### config.mk
export PLATFORM = sky130hd
export DESIGN_NAME = snake_motion
export DESIGN_NICKNAME = d
export VERILOG_FILES = /design/src/rtl/snake_pkg.sv /design/src/rtl/snake_step_timer.sv /design/src/rtl/snake_motion.sv
export SDC_FILE = /design/constraint.sdc
export NUM_CORES = 1
export LEC_CHECK = 0
export ABC_AREA = 1
export CORE_MARGIN = 8
export CORE_UTILIZATION = 50
export CTS_BUF_LIST = sky130_fd_sc_hd__clkbuf_4
export DETAILED_ROUTE_END_ITERATION = 7
export PLACE_DENSITY = 0.79
export SYNTH_ARGS = -nofsm -noshare
export SYNTH_HDL_FRONTEND = slang
export SYNTH_SLANG_ARGS = --single-unit
export TNS_END_PERCENT = 5
### constraint.sdc
create_clock -name clk -period 2.5 [get_ports clk]
set_clock_uncertainty 0.2 [all_clocks]
set_input_delay 0.25 -clock clk [delete_from_list [all_inputs] [get_ports clk]]
set_output_delay 0.25 -clock clk [all_outputs]
set_load 0.01 [all_outputs]
### src/rtl/snake_pkg.sv
// Shared definitions for the snake game: direction and FSM encodings, start-up
// coordinates and the segment half-size used by the renderer.
package snake_pkg;

    typedef enum logic [1:0] {
        DirUp    = 2'd0,
        DirDown  = 2'd1,
        DirLeft  = 2'd2,
        DirRight = 2'd3
    } dir_t;

    typedef logic [1:0] state_t;

    localparam state_t StIdle = 2'd0;
    localparam state_t StRun  = 2'd1;
    localparam state_t StOver = 2'd2;

    localparam logic [9:0] InitX [4] = '{10'd320, 10'd310, 10'd300, 10'd290};
    localparam logic [9:0] InitY [4] = '{10'd240, 10'd240, 10'd240, 10'd240};

    localparam int unsigned SegHalf = 5;

    function automatic logic is_opposite(input dir_t a, input dir_t b);
        return ((a == DirUp)   && (b == DirDown))  || ((a == DirDown)  && (b == DirUp)) ||
               ((a == DirLeft) && (b == DirRight)) || ((a == DirRight) && (b == DirLeft));
    endfunction

endpackage

### src/rtl/snake_step_timer.sv
// Counts frame ticks while enabled and strobes once every STEP_FRAMES ticks.
module snake_step_timer #(
    parameter int STEP_FRAMES = 8
) (
    input  logic clk_i,
    input  logic rst_i,
    input  logic en_i,
    input  logic frame_tick_i,
    output logic strobe_o
);

    localparam int CntW = (STEP_FRAMES > 1) ? $clog2(STEP_FRAMES) : 1;

    logic [CntW-1:0] cnt_q, cnt_d;
    logic            wrap;

    always_comb begin
        wrap     = (cnt_q == CntW'(STEP_FRAMES - 1));
        strobe_o = en_i && frame_tick_i && wrap;
        cnt_d    = cnt_q;
        if (!en_i) begin
            cnt_d = '0;
        end else if (frame_tick_i) begin
            cnt_d = wrap ? '0 : cnt_q + 1'b1;
        end
    end

    always_ff @(posedge clk_i) begin
        if (rst_i) begin
            cnt_q <= '0;
        end else begin
            cnt_q <= cnt_d;
        end
    end

endmodule

### src/rtl/snake_motion.sv
// Snake head/body motion: button decode, IDLE/RUN/OVER control and the
// four-segment position shift register.
module snake_motion
    import snake_pkg::*;
#(
    parameter int STEP_FRAMES = 8,
    parameter int STEP_PX     = 10,
    parameter int X_MIN       = 5,
    parameter int X_MAX       = 634,
    parameter int Y_MIN       = 5,
    parameter int Y_MAX       = 474
) (
    input  logic       clk,
    input  logic       rst,
    input  logic       frame_tick,
    input  logic       btn_up,
    input  logic       btn_down,
    input  logic       btn_left,
    input  logic       btn_right,
    output logic [9:0] snake_x1,
    output logic [9:0] snake_y1,
    output logic [9:0] snake_x2,
    output logic [9:0] snake_y2,
    output logic [9:0] snake_x3,
    output logic [9:0] snake_y3,
    output logic [9:0] snake_x4,
    output logic [9:0] snake_y4,
    output logic       black,
    output logic       step
);

    state_t     state_q, state_d;
    dir_t       dir_q, dir_d, pend_q, pend_d, btn_dir, move_dir;
    logic [3:0] btn_q, btns;
    logic [9:0] x_q [4];
    logic [9:0] x_d [4];
    logic [9:0] y_q [4];
    logic [9:0] y_d [4];
    logic       step_q, step_d, black_q, black_d;
    logic       btn_any, btn_rise, move_strobe, move_ok;
    int         nx, ny;

    snake_step_timer #(
        .STEP_FRAMES(STEP_FRAMES)
    ) u_timer (
        .clk_i       (clk),
        .rst_i       (rst),
        .en_i        (state_q == StRun),
        .frame_tick_i(frame_tick),
        .strobe_o    (move_strobe)
    );

    always_comb begin
        btns     = {btn_up, btn_down, btn_left, btn_right};
        btn_any  = |btns;
        btn_rise = |(btns & ~btn_q);
        if (btn_up)        btn_dir = DirUp;
        else if (btn_down) btn_dir = DirDown;
        else if (btn_left) btn_dir = DirLeft;
        else               btn_dir = DirRight;

        move_dir = is_opposite(pend_q, dir_q) ? dir_q : pend_q;
        // Signed arithmetic so a head near the low edge cannot wrap to a huge coordinate.
        nx = int'(x_q[0]);
        ny = int'(y_q[0]);
        unique case (move_dir)
            DirUp:    ny = ny - STEP_PX;
            DirDown:  ny = ny + STEP_PX;
            DirLeft:  nx = nx - STEP_PX;
            DirRight: nx = nx + STEP_PX;
        endcase
        move_ok = (nx >= X_MIN) && (nx <= X_MAX) && (ny >= Y_MIN) && (ny <= Y_MAX);

        state_d = state_q;
        dir_d   = dir_q;
        pend_d  = btn_any ? btn_dir : pend_q;
        x_d     = x_q;
        y_d     = y_q;
        step_d  = 1'b0;

        case (state_q)
            StIdle: begin
                if (btn_any) begin
                    state_d = StRun;
                    if (!is_opposite(btn_dir, dir_q)) dir_d = btn_dir;
                end
            end
            StRun: begin
                if (move_strobe) begin
                    if (move_ok) begin
                        x_d    = '{10'(nx), x_q[0], x_q[1], x_q[2]};
                        y_d    = '{10'(ny), y_q[0], y_q[1], y_q[2]};
                        step_d = 1'b1;
                        dir_d  = move_dir;
                    end else begin
                        state_d = StOver;
                    end
                end
            end
            StOver: begin
                // Restart facing right so the first move never runs into the body.
                if (btn_rise) begin
                    state_d = StIdle;
                    x_d     = InitX;
                    y_d     = InitY;
                    dir_d   = DirRight;
                    pend_d  = DirRight;
                end
            end
            default: state_d = StIdle;
        endcase

        black_d = (state_d == StOver);
    end

    always_ff @(posedge clk) begin
        if (rst) begin
            state_q <= StIdle;
            dir_q   <= DirRight;
            pend_q  <= DirRight;
            btn_q   <= '0;
            x_q     <= InitX;
            y_q     <= InitY;
            step_q  <= 1'b0;
            black_q <= 1'b0;
        end else begin
            state_q <= state_d;
            dir_q   <= dir_d;
            pend_q  <= pend_d;
            btn_q   <= btns;
            x_q     <= x_d;
            y_q     <= y_d;
            step_q  <= step_d;
            black_q <= black_d;
        end
    end

    assign snake_x1 = x_q[0];
    assign snake_y1 = y_q[0];
    assign snake_x2 = x_q[1];
    assign snake_y2 = y_q[1];
    assign snake_x3 = x_q[2];
    assign snake_y3 = y_q[2];
    assign snake_x4 = x_q[3];
    assign snake_y4 = y_q[3];
    assign black    = black_q;
    assign step     = step_q;

endmodule

==> results.json <==
{
  "ys_seq_elements": 87,
  "max_stage_delay_ns": 0.46,
  "drv_cap": 0,
  "hpwl_mm": 10.4,
  "critical_path_class": "reg -> reg",
  "drt_iter0_drc": 552,
  "drive_gt1_frac": 0.212,
  "timing.final.crit_period_ns": 2.65,
  "wirelength_mm": 16.0,
  "portBuffers": 80,
  "grt.busiest_layer": "met2",
  "synth_area_leaders": "dfxtp_1, nand2_1, nand3_1, nor2_1, inv_1",
  "viasPerCell": 5.35,
  "grt_pass1_wl_mm": 26.0,
  "violations": "negative setup slack",
  "cts_tree": "yes",
  "power_uw": 4910,
  "grt_max_degree": 83,
  "dieWidth_um": 117,
  "netlist.area_leader.share": 0.341,
  "ys_async_sr_fraction": 0,
  "cp_common_cell": "nand2_1",
  "yosysWarnings": 0,
  "ios": 89,
  "grt_pass1_vias": 5488,
  "maxSlewViolCount": 0,
  "ys.flop_type": "dfxtp_1",
  "drc_errors": 0,
  "gp_congestion": 0.923,
  "rsz0062_at_grt": "yes",
  "hp-class": "in -> reg",
  "core_um2": 10100,
  "worst_setup_path_end_kind": "flop",
  "cp_slowest_cell": "dfxtp_4",
  "insertion_delay_ns": 0.44,
  "cts_buffers": 9,
  "clock_sinks": 87,
  "fin_area_um2": 7070,
  "syn_to_final_growth_pct": 38.4,
  "synth_cell_type_count": 33,
  "die_h_um": 117,
  "clk_pin_slew_ns": 0.15,
  "cp_data_arrival_time_ns": 2.80,
  "rows": 37,
  "start_util": 0.504,
  "place_area_um2": 6530,
  "yosys.area.top_type": "dfxtp_1",
  "critical_path.top_delay_family": "simple AND/OR/NAND/NOR gates",
  "ir_worst_vdd_mv": 0.478,
  "crit_chain": "inv_6, nand2_4, nand3_4, nand2_8, buf_6, o211ai_1, nand2_1, inv_2, nand2_1, nor2_2, a21oi_2, nand4_1, nand2_4, buf_12, nand3_1, nand2_1, nor2_1",
  "num_vias": 5900,
  "synth_area_per_cell_um2": 6.21,
  "cp-start-kind": "flop",
  "grt.met1_usage": 0.288,
  "met3_usage": 0.0544,
  "die_area_um2": 13700,
  "syn_inst": 822,
  "ant_nets": 0,
  "cts-root-buf": "clkbuf_4",
  "fin_ws_ns": -0.147,
  "crit_buf_inv": 4,
  "p_leak_uw": 0.00346,
  "hold_slack_ns": 0.234,
  "num_antenna_cells": 0,
  "required_ns": 2.65,
  "antenna_found_initial": 0,
  "finalHoldViolCount": 0,
  "met2_usage": 0.398,
  "grt_overflow": 0,
  "drt_first_pass_iters": 5,
  "setup_viol_count_final": 72,
  "ctsLongestPathBuffers": 2,
  "fmax_mhz": 378,
  "status": "finished, violations left",
  "wire_per_inst_um": 14.5,
  "yosysSeqAreaShare": 0.341,
  "grt_usage": 0.238,
  "netlist_area_um2": 5110,
  "crit_path_max_fanout": 30,
  "htreeDepth": 3,
  "synth_edf_count": 0,
  "power-per-cell-area_nw_per_um2": 695,
  "min_period_over_period": 1.06,
  "nets": 980,
  "cts-hold-fix-buffers": 0
}
==> path summary, 6_finish.rpt <==
kind,from,to,slack [ns],depth (start not counted)
min reg2reg,snake_x4[5],snake_x4[5],0.27,2
min,btn_down,btn_q[2],0.23,3
max,pend_q[1],snake_x1[1],-0.15,17
max reg2reg,pend_q[1],snake_x1[1],-0.15,17
==> flip-flops by register name, summed over array words and instances (netlist names) <==
register / count
dir_q: 2
state_q: 2
black: 1
snake_x1: 9
snake_x3: 9
btn_q: 4
snake_x4: 9
u_timer.cnt_q: 3
snake_x2: 9
snake_y1: 9
snake_y4: 9
pend_q: 2
snake_y2: 9
step: 1
snake_y3: 9
==> per-layer routing <==
layer | share of wire | up-vias | routed length [um]
li1 | - | 2884 | -
met2 | 0.47 | 239 | 7580
met5 | 0 | - | 0
met1 | 0.43 | 2734 | 6960
met4 | 0.026 | 0 | 412
met3 | 0.068 | 43 | 1090
==> report_power, final <==
part	internal, uW	switching [uW]
clock network	207	519
registers	1590	182
logic	1140	1280
total	2930	1980
==> tightest hold or removal path: stages <==
cell             delay (ns)
clkdlybuf4s50_1        0.45
inv_1                  0.11
nor2_1                 0.04
==> timing repair <==
action                     CTS  global route
resized for setup           78            32
gates cloned                 3             0
pin swaps                   13             3
setup endpoints to repair   76            78
setup buffers                8             0
==> cells by family (layout without fill, tap and decap cells) <==
family,count (synthesis),in the layout,share of synthesized area
adders and majority gates,11,11,0.0269
buffers and inverters,124,261,0.108
DFF,87,87,0.341
other,1,8,0.000734
AOI/OAI and AO/OA,60,60,0.0637
and+or+nand+nor,531,532,0.446
xor gates and xnor gates,8,8,0.0137
==> per-stage QoR <==
stage / std cells / setup WS [ns] / util / setup TNS (ns)
after CTS: 1105 / -0.0464 / 0.692 / -1.26
after floorplan: 829 / 0.0320 / - / 0
after detailed placement: 1078 / -0.286 / 0.644 / -17.28
after global routing: 1103 / -0.333 / 0.697 / -19.83
final: 1103 / -0.147 / 0.697 / -7.38
after global placement: 1078 / -0.294 / 0.644 / -18.88
==> synth_stat cells (10+ instances only) <==
cell type / number
buf_4: 13
ha_1: 11
nor2_1: 119
dfxtp_1: 87
a21oi_1: 36
buf_2: 10
nand3_1: 135
nand2_1: 241
inv_1: 66
or2_2: 15
clkbuf_1: 25
nand4_1: 14
o21ai_0: 13
==> layout by cell type, fill, tap and decap left out, drive strengths merged, types with 5 or more instances in the layout <==
cell type,instances
or2,15
a21oi,37
clkinv,5
nand4,14
nand2,244
xor2,7
nor2,119
clkdlybuf4s50,80
nand3,138
conb,8
inv,71
o21ai,13
buf,94
clkbuf,9
dfxtp,87
ha,11
==> final cells by class <==
class,instances,area [um^2]
Timing Repair Buffer,175,1650
Tap cell,136,170
Clock buffer,9,67.6
Sequential cell,87,1770
Clock inverter,7,46.3
Inverter,70,268
Fill cell,850,3070
Multi-Input combinational cell,619,3100
No activity file was read; power rests on OpenSTA's default activity.
